File: src/rtl/pulse_emitter_pkg.sv
// -----------------------------------------------------------------------------
// pulse_emitter_pkg
// Shared definitions for the pulse emitter: FSM state encoding, default
// widths and a helper that maps a programmed width of 0 onto 1.
// -----------------------------------------------------------------------------
package pulse_emitter_pkg;

    localparam int DEF_CNT_W  = 8;
    localparam int DEF_PEND_W = 4;

    // PRE_H / PRE_L are only reachable when PULSE_EMITTER_GLITCH_EN is defined.
    typedef enum logic [2:0] {
        IDLE  = 3'd0,
        HIGH  = 3'd1,
        GAP   = 3'd2,
        PRE_H = 3'd3,
        PRE_L = 3'd4
    } state_t;

    // A programmed width of zero still yields one cycle.
    function automatic int unsigned clamp_min1(input int unsigned v);
        return (v == 0) ? 1 : v;
    endfunction

endpackage

File: src/rtl/pulse_req_counter.sv
// -----------------------------------------------------------------------------
// pulse_req_counter
// Saturating up/down counter holding the number of queued pulse requests.
// An increment without a decrement while full is discarded and flagged.
//
// Ports:
//   clk, rst   clock, synchronous active-high reset
//   i_inc      add one request
//   i_dec      remove one request (oldest request started)
//   o_count    current number of queued requests
//   o_full     count is at its maximum (2^PEND_W-1)
//   o_drop     one-cycle strobe, same cycle as the lost request
// -----------------------------------------------------------------------------
module pulse_req_counter #(
    parameter int PEND_W = 4
) (
    input  logic              clk,
    input  logic              rst,
    input  logic              i_inc,
    input  logic              i_dec,
    output logic [PEND_W-1:0] o_count,
    output logic              o_full,
    output logic              o_drop
);

    logic [PEND_W-1:0] r_count;
    logic              w_full;
    logic              w_up;
    logic              w_down;

    assign w_full = &r_count;
    // inc+dec together leaves the count unchanged, even when full.
    assign w_up   = i_inc & ~i_dec & ~w_full;
    assign w_down = i_dec & ~i_inc & (r_count != '0);

    always_ff @(posedge clk) begin
        if (rst)
            r_count <= '0;
        else if (w_up)
            r_count <= r_count + PEND_W'(1);
        else if (w_down)
            r_count <= r_count - PEND_W'(1);
    end

    assign o_count = r_count;
    assign o_full  = w_full;
    assign o_drop  = i_inc & ~i_dec & w_full & ~rst;

endmodule

File: src/rtl/pulse_emitter.sv
// -----------------------------------------------------------------------------
// pulse_emitter
// Turns single-cycle trigger requests into clean pulses: a programmable high
// width followed by a guaranteed low gap. Requests arriving while a pulse is
// in flight are counted and replayed back to back.
//
// Optional feature macro: PULSE_EMITTER_GLITCH_EN
//   Adds input glitch_req (sticky until used). The next started pulse is
//   preceded by a 1-cycle high (PRE_H) and a 1-cycle low (PRE_L).
//
// Ports:
//   clk, rst      clock, synchronous active-high reset
//   trig          one request per cycle high
//   high_cycles   pulse high width (0 treated as 1), sampled at pulse start
//   low_cycles    minimum low gap (0 treated as 1), sampled at pulse start
//   glitch_req    (macro only) request a glitch prefix on the next pulse
//   pulse_out     registered pulse line
//   busy          registered, high outside IDLE
//   done          one-cycle strobe in the first GAP cycle
//   pending       queued, not-yet-started requests
//   drop          one-cycle strobe when a request is lost to a full queue
// -----------------------------------------------------------------------------
module pulse_emitter
    import pulse_emitter_pkg::*;
#(
    parameter int CNT_W  = DEF_CNT_W,
    parameter int PEND_W = DEF_PEND_W
) (
    input  logic              clk,
    input  logic              rst,
    input  logic              trig,
    input  logic [CNT_W-1:0]  high_cycles,
    input  logic [CNT_W-1:0]  low_cycles,
`ifdef PULSE_EMITTER_GLITCH_EN
    input  logic              glitch_req,
`endif
    output logic              pulse_out,
    output logic              busy,
    output logic              done,
    output logic [PEND_W-1:0] pending,
    output logic              drop
);

    state_t            r_state;
    state_t            w_next;
    state_t            w_start_state;
    logic [CNT_W-1:0]  r_cnt;
    logic [CNT_W-1:0]  w_cnt_nxt;
    logic [CNT_W-1:0]  r_lo_m1;
    logic [CNT_W-1:0]  w_hi_m1;
    logic [CNT_W-1:0]  w_lo_m1;
    logic              w_cnt_zero;
    logic              w_have_pend;
    logic              w_start;
    logic              w_inc;
    logic              w_dec;
    logic              w_full;
    logic              w_pulse_d;
    logic              w_busy_d;
    logic              w_done_d;
    logic              r_pulse;
    logic              r_busy;
    logic              r_done;
    logic [PEND_W-1:0] w_pend;

    assign w_hi_m1    = CNT_W'(clamp_min1(32'(high_cycles)) - 1);
    assign w_lo_m1    = CNT_W'(clamp_min1(32'(low_cycles)) - 1);
    assign w_cnt_zero = (r_cnt == '0);
    assign w_have_pend = (w_pend != '0);

    // A new pulse may start from IDLE or in the final GAP cycle; queued
    // requests take priority over a same-cycle trigger.
    assign w_start = ((r_state == IDLE) || (r_state == GAP && w_cnt_zero)) &&
                     (w_have_pend || trig);
    assign w_inc   = trig & ~(w_start & ~w_have_pend);
    assign w_dec   = w_start & w_have_pend;

`ifdef PULSE_EMITTER_GLITCH_EN
    logic r_glitch;

    always_ff @(posedge clk) begin
        if (rst)
            r_glitch <= 1'b0;
        else
            r_glitch <= (r_glitch & ~w_start) | glitch_req;
    end

    assign w_start_state = r_glitch ? PRE_H : HIGH;
`else
    assign w_start_state = HIGH;
`endif

    pulse_req_counter #(.PEND_W(PEND_W)) u_req_cnt (
        .clk     (clk),
        .rst     (rst),
        .i_inc   (w_inc),
        .i_dec   (w_dec),
        .o_count (w_pend),
        .o_full  (w_full),
        .o_drop  (drop)
    );

    // State register, duration counter and registered outputs.
    always_ff @(posedge clk) begin
        if (rst) begin
            r_state <= IDLE;
            r_cnt   <= '0;
            r_lo_m1 <= '0;
            r_pulse <= 1'b0;
            r_busy  <= 1'b0;
            r_done  <= 1'b0;
        end else begin
            r_state <= w_next;
            r_cnt   <= w_cnt_nxt;
            if (w_start)
                r_lo_m1 <= w_lo_m1;
            r_pulse <= w_pulse_d;
            r_busy  <= w_busy_d;
            r_done  <= w_done_d;
        end
    end

    // Next-state and duration counter.
    always_comb begin
        w_next    = r_state;
        w_cnt_nxt = r_cnt;
        case (r_state)
            IDLE: begin
                if (w_start) begin
                    w_next    = w_start_state;
                    w_cnt_nxt = w_hi_m1;
                end
            end
            HIGH: begin
                if (w_cnt_zero) begin
                    w_next    = GAP;
                    w_cnt_nxt = r_lo_m1;
                end else begin
                    w_cnt_nxt = r_cnt - CNT_W'(1);
                end
            end
            GAP: begin
                if (!w_cnt_zero) begin
                    w_cnt_nxt = r_cnt - CNT_W'(1);
                end else if (w_start) begin
                    w_next    = w_start_state;
                    w_cnt_nxt = w_hi_m1;
                end else begin
                    w_next    = IDLE;
                end
            end
`ifdef PULSE_EMITTER_GLITCH_EN
            // Counter holds the loaded high width through the prefix.
            PRE_H: w_next = PRE_L;
            PRE_L: w_next = HIGH;
`endif
            default: begin
                w_next    = IDLE;
                w_cnt_nxt = '0;
            end
        endcase
    end

    // Outputs are decoded from the next state and then registered, so the
    // pulse line never carries decode glitches.
    always_comb begin
        w_pulse_d = (w_next == HIGH) || (w_next == PRE_H);
        w_busy_d  = (w_next != IDLE);
        w_done_d  = (r_state == HIGH) && (w_next == GAP);
    end

    assign pulse_out = r_pulse;
    assign busy      = r_busy;
    assign done      = r_done;
    assign pending   = w_pend;

    logic w_unused;
    assign w_unused = w_full;

endmodule

File: config.mk
export PLATFORM = sky130hd
export DESIGN_NAME = pulse_emitter
export DESIGN_NICKNAME = d
export VERILOG_FILES = /design/src/rtl/pulse_emitter_pkg.sv /design/src/rtl/pulse_req_counter.sv /design/src/rtl/pulse_emitter.sv
export SDC_FILE = /design/constraint.sdc
export NUM_CORES = 1
export LEC_CHECK = 0
export CELL_PAD_IN_SITES_DETAIL_PLACEMENT = 0
export CELL_PAD_IN_SITES_GLOBAL_PLACEMENT = 1
export CORE_ASPECT_RATIO = 1.25
export CORE_UTILIZATION = 50
export DETAILED_ROUTE_END_ITERATION = 8
export DONT_BUFFER_PORTS = 1
export PLACE_DENSITY = 0.83
export SYNTH_ARGS = -nofsm -noshare
export SYNTH_HDL_FRONTEND = slang
export SYNTH_SLANG_ARGS = --single-unit
File: constraint.sdc
create_clock -name clk -period 4.9 [get_ports clk]
set_clock_uncertainty 0.2 [all_clocks]
set_input_delay 0.98 -clock clk [delete_from_list [all_inputs] [get_ports clk]]
set_output_delay 0.98 -clock clk [all_outputs]
set_load 0.02 [all_outputs]
==> results of run 1 <==
-- Yosys cell counts (all sizes together), types with 2 or more instances --
cell type	count
a211oi	9
a21o	2
a21oi	11
a31oi	7
a32oi	3
and3	2
buf	4
clkbuf	6
dfxtp	26
ha	5
inv	7
mux2	2
mux2i	4
nand2	18
nand2b	4
nand3	8
nor2	25
nor2b	3
nor3	9
nor3b	3
nor4	8
o211ai	3
o21ai	5
o22ai	3
or2	2
or3	3
or4	3
xnor2	6
xor2	4
-- final cells by class --
cell class / count / area share (%)
multi-input combinational: 166 / 62.9
sequential: 26 / 30.4
tap: 37 / 2.71
inverter: 7 / 1.54
clock buffer: 3 / 2.41
-- worst max-delay path: stages (launching register included) --
cell	delay, ps
dfxtp_1	360
inv_1	90
ha_1	250
nor3b_1	180
a21boi_0	230
nor2_1	160
nor4b_1	860
-- per-layer routing --
layer / vias to the layer above / wire length, um / part of all wire (%) / global-route usage (%)
met4: 0 / 65 / 1.7 / 8.22
li1: 758 / - / - / -
met2: 45 / 1810 / 49 / 38.3
met1: 678 / 1640 / 44 / 25.8
met3: 7 / 205 / 5.5 / 3.42
met5: - / 0 / 0 / 0
-- power groups by stage --
stage / Combinational, mW / Sequential (mW) / Clock [mW]
after floorplan: 0.138 / 0.264 / 0
after global placement: 0.150 / 0.272 / 0
after detailed placement: 0.152 / 0.273 / 0
after CTS: 0.154 / 0.268 / 0.123
after global routing: 0.171 / 0.272 / 0.130
final: 0.153 / 0.268 / 0.119
-- sequential cells by signal, indices dropped and copies added (netlist names) --
register,flops
r_cnt,8
busy,1
r_state,3
u_req_cnt.o_count,4
r_lo_m1,8
pulse_out,1
done,1
-- cells by family (layout without fill, tap and decap cells) --
logic type / after synthesis / in the layout / synth area share [%]
buffers and inverters: 17 / 10 / 4.71
other: 1 / 1 / 0.224
AO/OA/AOI/OAI: 51 / 51 / 21.3
adder cells (fa/ha/maj): 6 / 6 / 4.93
AND/OR/NAND/NOR: 92 / 92 / 28.8
multiplexers: 6 / 6 / 3.73
XOR/XNOR: 10 / 10 / 5.23
flip-flops: 26 / 26 / 31.1
-- through the flow --
step / instances / cell area [um2] / setup WS (ps) / power (mW)
after floorplan: 209 / 1680 / 1760 / 0.402
after global placement: 236 / 1670 / 1680 / 0.421
after detailed placement: 236 / 1670 / 1640 / 0.425
after CTS: 239 / 1710 / 1330 / 0.544
after global routing: 239 / 1710 / 1190 / 0.572
final: 239 / 1710 / 1330 / 0.540
-- final timing paths --
check	endpoint	slack [ps]	cells past startpoint
worst max register to register	u_req_cnt.o_count[3]	1930	11
worst min-delay path	r_lo_m1[7]	260	2
worst min register to register	r_lo_m1[7]	260	2
worst max-delay path	drop	1330	6
==> results.ini, run 1 <==
[clocking]
clkTransAtPathRegs_ps=80
cts_buffer_depth=2
htreeDepth=1
cts_tree=yes
clock_latency_ps=270
clock_sinks=26
clockRootBuffer=clkbuf_8
post-cts-setup-buffers=0
cts_buffers=3
hold_buffers=0
cts_resized=0

[worst_setup_path]
critPathKind=register to primary output
critPathCaptureType=primary output
crit_required_ps=3720
r2r_start=r_cnt[0]
cp_max_fo=6
worst_ep_arrival_time_ps=2390
crit_start=r_cnt[0]
cp-start-kind=register

[global_routing]
grt_max_degree=21
grt_pass1_wl_um=5730
gr-usage-all-layers_pct=21.9
grt-ovfl-total=0
grt_pass1_vias=1356
antenna_found_initial=0

[timing]
slew_viol_final=0
max_freq_mhz=280
rsz0062_at_grt=no
setup-tns-final_ps=0
hold_viol=0
fin_crit_sh_pct=72.9
relSlewSlack_pct=34.7
hold_slack_ps=259
finalSetupViolCount=0
min_period_ps=3570
worst_pin_slew_ps=967

[hold_path]
min-delay-start=r_lo_m1[7]
hold_class=register to register

[power]
leakagePower_nw=0.601
clkPwrFrac_pct=22.0
switchingPower_mw=0.188
internal_power_mw=0.351
power_frac_seq_pct=49.7
vdd_ir_drop_max_uv=170
switching_share_pct=34.9
p_per_area_mw_per_mm2=316
combinationalPowerShare_pct=28.3

[floorplan]
die_w_um=53.8
coreArea_mm2=0.00319
fp-row-count=23
die_y_um=66.7
pin_count=27
initial_utilization_pct=52.4
design.die.area_mm2=0.00359

[yosys]
yosysWarnings=0
synth_top_area_share_pct=31.1
syn_area_per_cell_um2=8.02
ys_ff_latch=26
synth_top_area_cell=dfxtp_1
syn-num-nets=234
synth_edf_count=0
ys_top_cells_by_area=dfxtp_1 (31%), nor2_1 (5.2%), nand2_1 (4.0%)
syn_inst=209
async_flop_share_pct=0
yosys_most_used_dff=dfxtp_1
seq_area_frac_synth_pct=31.1
synth_area_mm2=0.00168
ys_types=52

[detailed_routing]
ant_nets=0
drc_errors=0
routed_via_density=6.23
num_vias=1488
dr.first_iter.drc_count=33
drt_first_pass_iters=4
drt-total-wl_um=3720
wl_per_cell_um=15.6

[final_layout]
area_growth_pct=2.09
layout_common_cells=dfxtp_1 (26), nor2_1 (23), nand2_1 (18)
multi_input_area_mm2=0.00108
final_common_cell=dfxtp_1
nFillCells=316
nets=229
insertedDiodeCount=0
regArea_um2=520
utilization_pct=53.5
drive_above_1_share_pct=7.43

[place]
io_buffers=0
place.gp.congestion=0.896
dp_hpwl_um=2850

[flow_run]
maxCapViolCount=0

[outcome]
status=finished clean

No activity file was read; power rests on OpenSTA's default activity.
==> inputs of run 2 (changes only) <==
Settings changed: CORE_UTILIZATION 50 to 46, PLACE_DENSITY 0.83 to 0.77.
Clock period 4.9 ns to 3.7 ns, I/O delays scaled along.
==> run 2 against run 1 <==
Compared with the run above: design area up 1.4%; via count up 0.81%; total power rose by 37%; sequential power grew 32%; core utilization decreased by 3.8 points; register-to-register slack got worse by 1200 ps; wire length rose by 1.3%; non-clock buffer count grew 1; flip-flop and latch count is the same; die area is 8.4% higher.
==> results.ini, run 2 (synthesis results as in run 1) <==
[global_routing]
grt_max_degree=21  ; unchanged
gr-usage-all-layers_pct=19.9  ; was 21.9%
grt_pass1_wl_um=6310  ; was 5730 um
grt_pass1_vias=1459  ; was 1,356
grt-ovfl-total=0  ; unchanged
antenna_found_initial=0  ; unchanged

[clocking]
clock_latency_ps=270  ; about the same
clockRootBuffer=clkbuf_8  ; unchanged
hold_buffers=0  ; unchanged
htreeDepth=1  ; unchanged
clkTransAtPathRegs_ps=90  ; was 80 ps
post-cts-setup-buffers=0  ; unchanged
clock_sinks=26  ; unchanged
cts_tree=yes  ; unchanged
cts_buffers=3  ; unchanged
cts_resized=0  ; unchanged
cts_buffer_depth=2  ; unchanged

[detailed_routing]
num_vias=1500  ; was 1,488
drc_errors=0  ; unchanged
ant_nets=0  ; unchanged
dr.first_iter.drc_count=102  ; was 33
drt_first_pass_iters=4  ; unchanged
wl_per_cell_um=15.5  ; was 15.6 um
drt-total-wl_um=3770  ; was 3720 um
routed_via_density=6.17  ; was 6.23

[timing]
hold_viol=0  ; unchanged
max_freq_mhz=325
relSlewSlack_pct=58.5  ; was 34.7%
setup-tns-final_ps=0  ; unchanged
slew_viol_final=0  ; unchanged
fin_crit_sh_pct=83.1
rsz0062_at_grt=no  ; unchanged
hold_slack_ps=263  ; was 259 ps
finalSetupViolCount=0  ; unchanged
min_period_ps=3080
worst_slack_ps=625  ; was 1330 ps
worst_pin_slew_ps=620  ; was 967 ps

[final_layout]
drive_above_1_share_pct=8.33  ; was 7.43%
layout_common_cells=dfxtp_1 (26), nor2_1 (23), nand2_1 (18)  ; unchanged
utilization_pct=49.8  ; was 53.5%
insertedDiodeCount=0  ; unchanged
area_growth_pct=3.51  ; was 2.09%
final_common_cell=dfxtp_1  ; unchanged
nets=230  ; was 229

[power]
switchingPower_mw=0.252  ; was 0.188 mW
switching_share_pct=34.0  ; was 34.9%
power_frac_seq_pct=48.0  ; was 49.7%
clkPwrFrac_pct=24.5  ; was 22.0%
leakagePower_nw=0.614  ; was 0.601 nW
internal_power_mw=0.488  ; was 0.351 mW
combinationalPowerShare_pct=27.5  ; was 28.3%
vdd_ir_drop_max_uv=250  ; was 170 uV
power.total_mw=0.740  ; was 0.540 mW
p_per_area_mw_per_mm2=427  ; was 316 mW/mm2

[worst_setup_path]
cp_max_fo=6  ; unchanged
critPathCaptureType=primary output  ; unchanged
worst_ep_arrival_time_ps=2140  ; was 2390 ps
crit_required_ps=2760  ; was 3720 ps
critPathKind=register to primary output  ; unchanged
cp-start-kind=register  ; unchanged

[floorplan]
die_w_um=56.0  ; was 53.8 um
pin_count=27  ; unchanged
die_y_um=69.5  ; was 66.7 um
design.die.area_mm2=0.00389  ; was 0.00359 mm2
coreArea_mm2=0.00348  ; was 0.00319 mm2
fp-row-count=24  ; was 23
initial_utilization_pct=48.1  ; was 52.4%

[outcome]
status=finished clean  ; unchanged

[place]
place_ws_ps=785  ; was 1640 ps
dp_hpwl_um=2920  ; was 2850 um
io_buffers=0  ; unchanged
place.gp.congestion=0.909  ; was 0.896

[hold_path]
hold_class=register to register  ; unchanged

[flow_run]
maxCapViolCount=0  ; unchanged

run 2: changes by cell type in the layout (fill, tap and decap cells not counted), sizes merged:
cell and delta:
clkbuf +1, buf +1
run 2: area by class of cell:
| type | instances | area, um2 |
|---|---|---|
| inverters | 7 | 26.3 |
| multi-input cells | 166 | 1080 |
| well taps | 39 | 48.8 |
| repair buffers | 1 | 7.51 |
| fillers | 360 | 1750 |
| clock buffers | 4 | 55.1 |
| flip-flops and latches | 26 | 520 |
run 2: metal layers:
| layer | vias up | wire length, um | GRT usage, % |
|---|---|---|---|
| met4 | 0 | 23 | 5.42 |
| li1 | 755 | - | - |
| met1 | 707 | 1690 | 24.3 |
| met5 | - | 0 | 0 |
| met2 | 34 | 1930 | 35.4 |
| met3 | 4 | 126 | 3.36 |
run 2: worst max-delay path: stages, from the launching register on:
cell and delay [ps]:
dfxtp_1 390, nor4_1 560, a21boi_0 240, nor2_1 390
nor4b_1 120, buf_4 180
run 2: stage by stage:
step                instance area [um2]  cells
finish                             1730    243
floorplan                          1680    209
CTS                                1730    243
global placement                   1680    239
detailed placement                 1680    239
global route                       1730    243
run 2: power by group through the flow:
stage	logic (mW)	registers (mW)	clock network (mW)
global route	0.229	0.359	0.198
global placement	0.198	0.361	0
CTS	0.203	0.355	0.189
finish	0.204	0.355	0.181
floorplan	0.183	0.349	0
detailed placement	0.201	0.362	0
run 2: final timing paths:
kind              slack, ps        from                   end  cells after the start
hold / removal          260  r_lo_m1[7]            r_lo_m1[7]                      2
setup / recovery        620    r_cnt[5]                  drop                      5
hold reg to reg         260  r_lo_m1[7]            r_lo_m1[7]                      2
setup reg to reg        760    r_cnt[0]  u_req_cnt.o_count[3]                     11
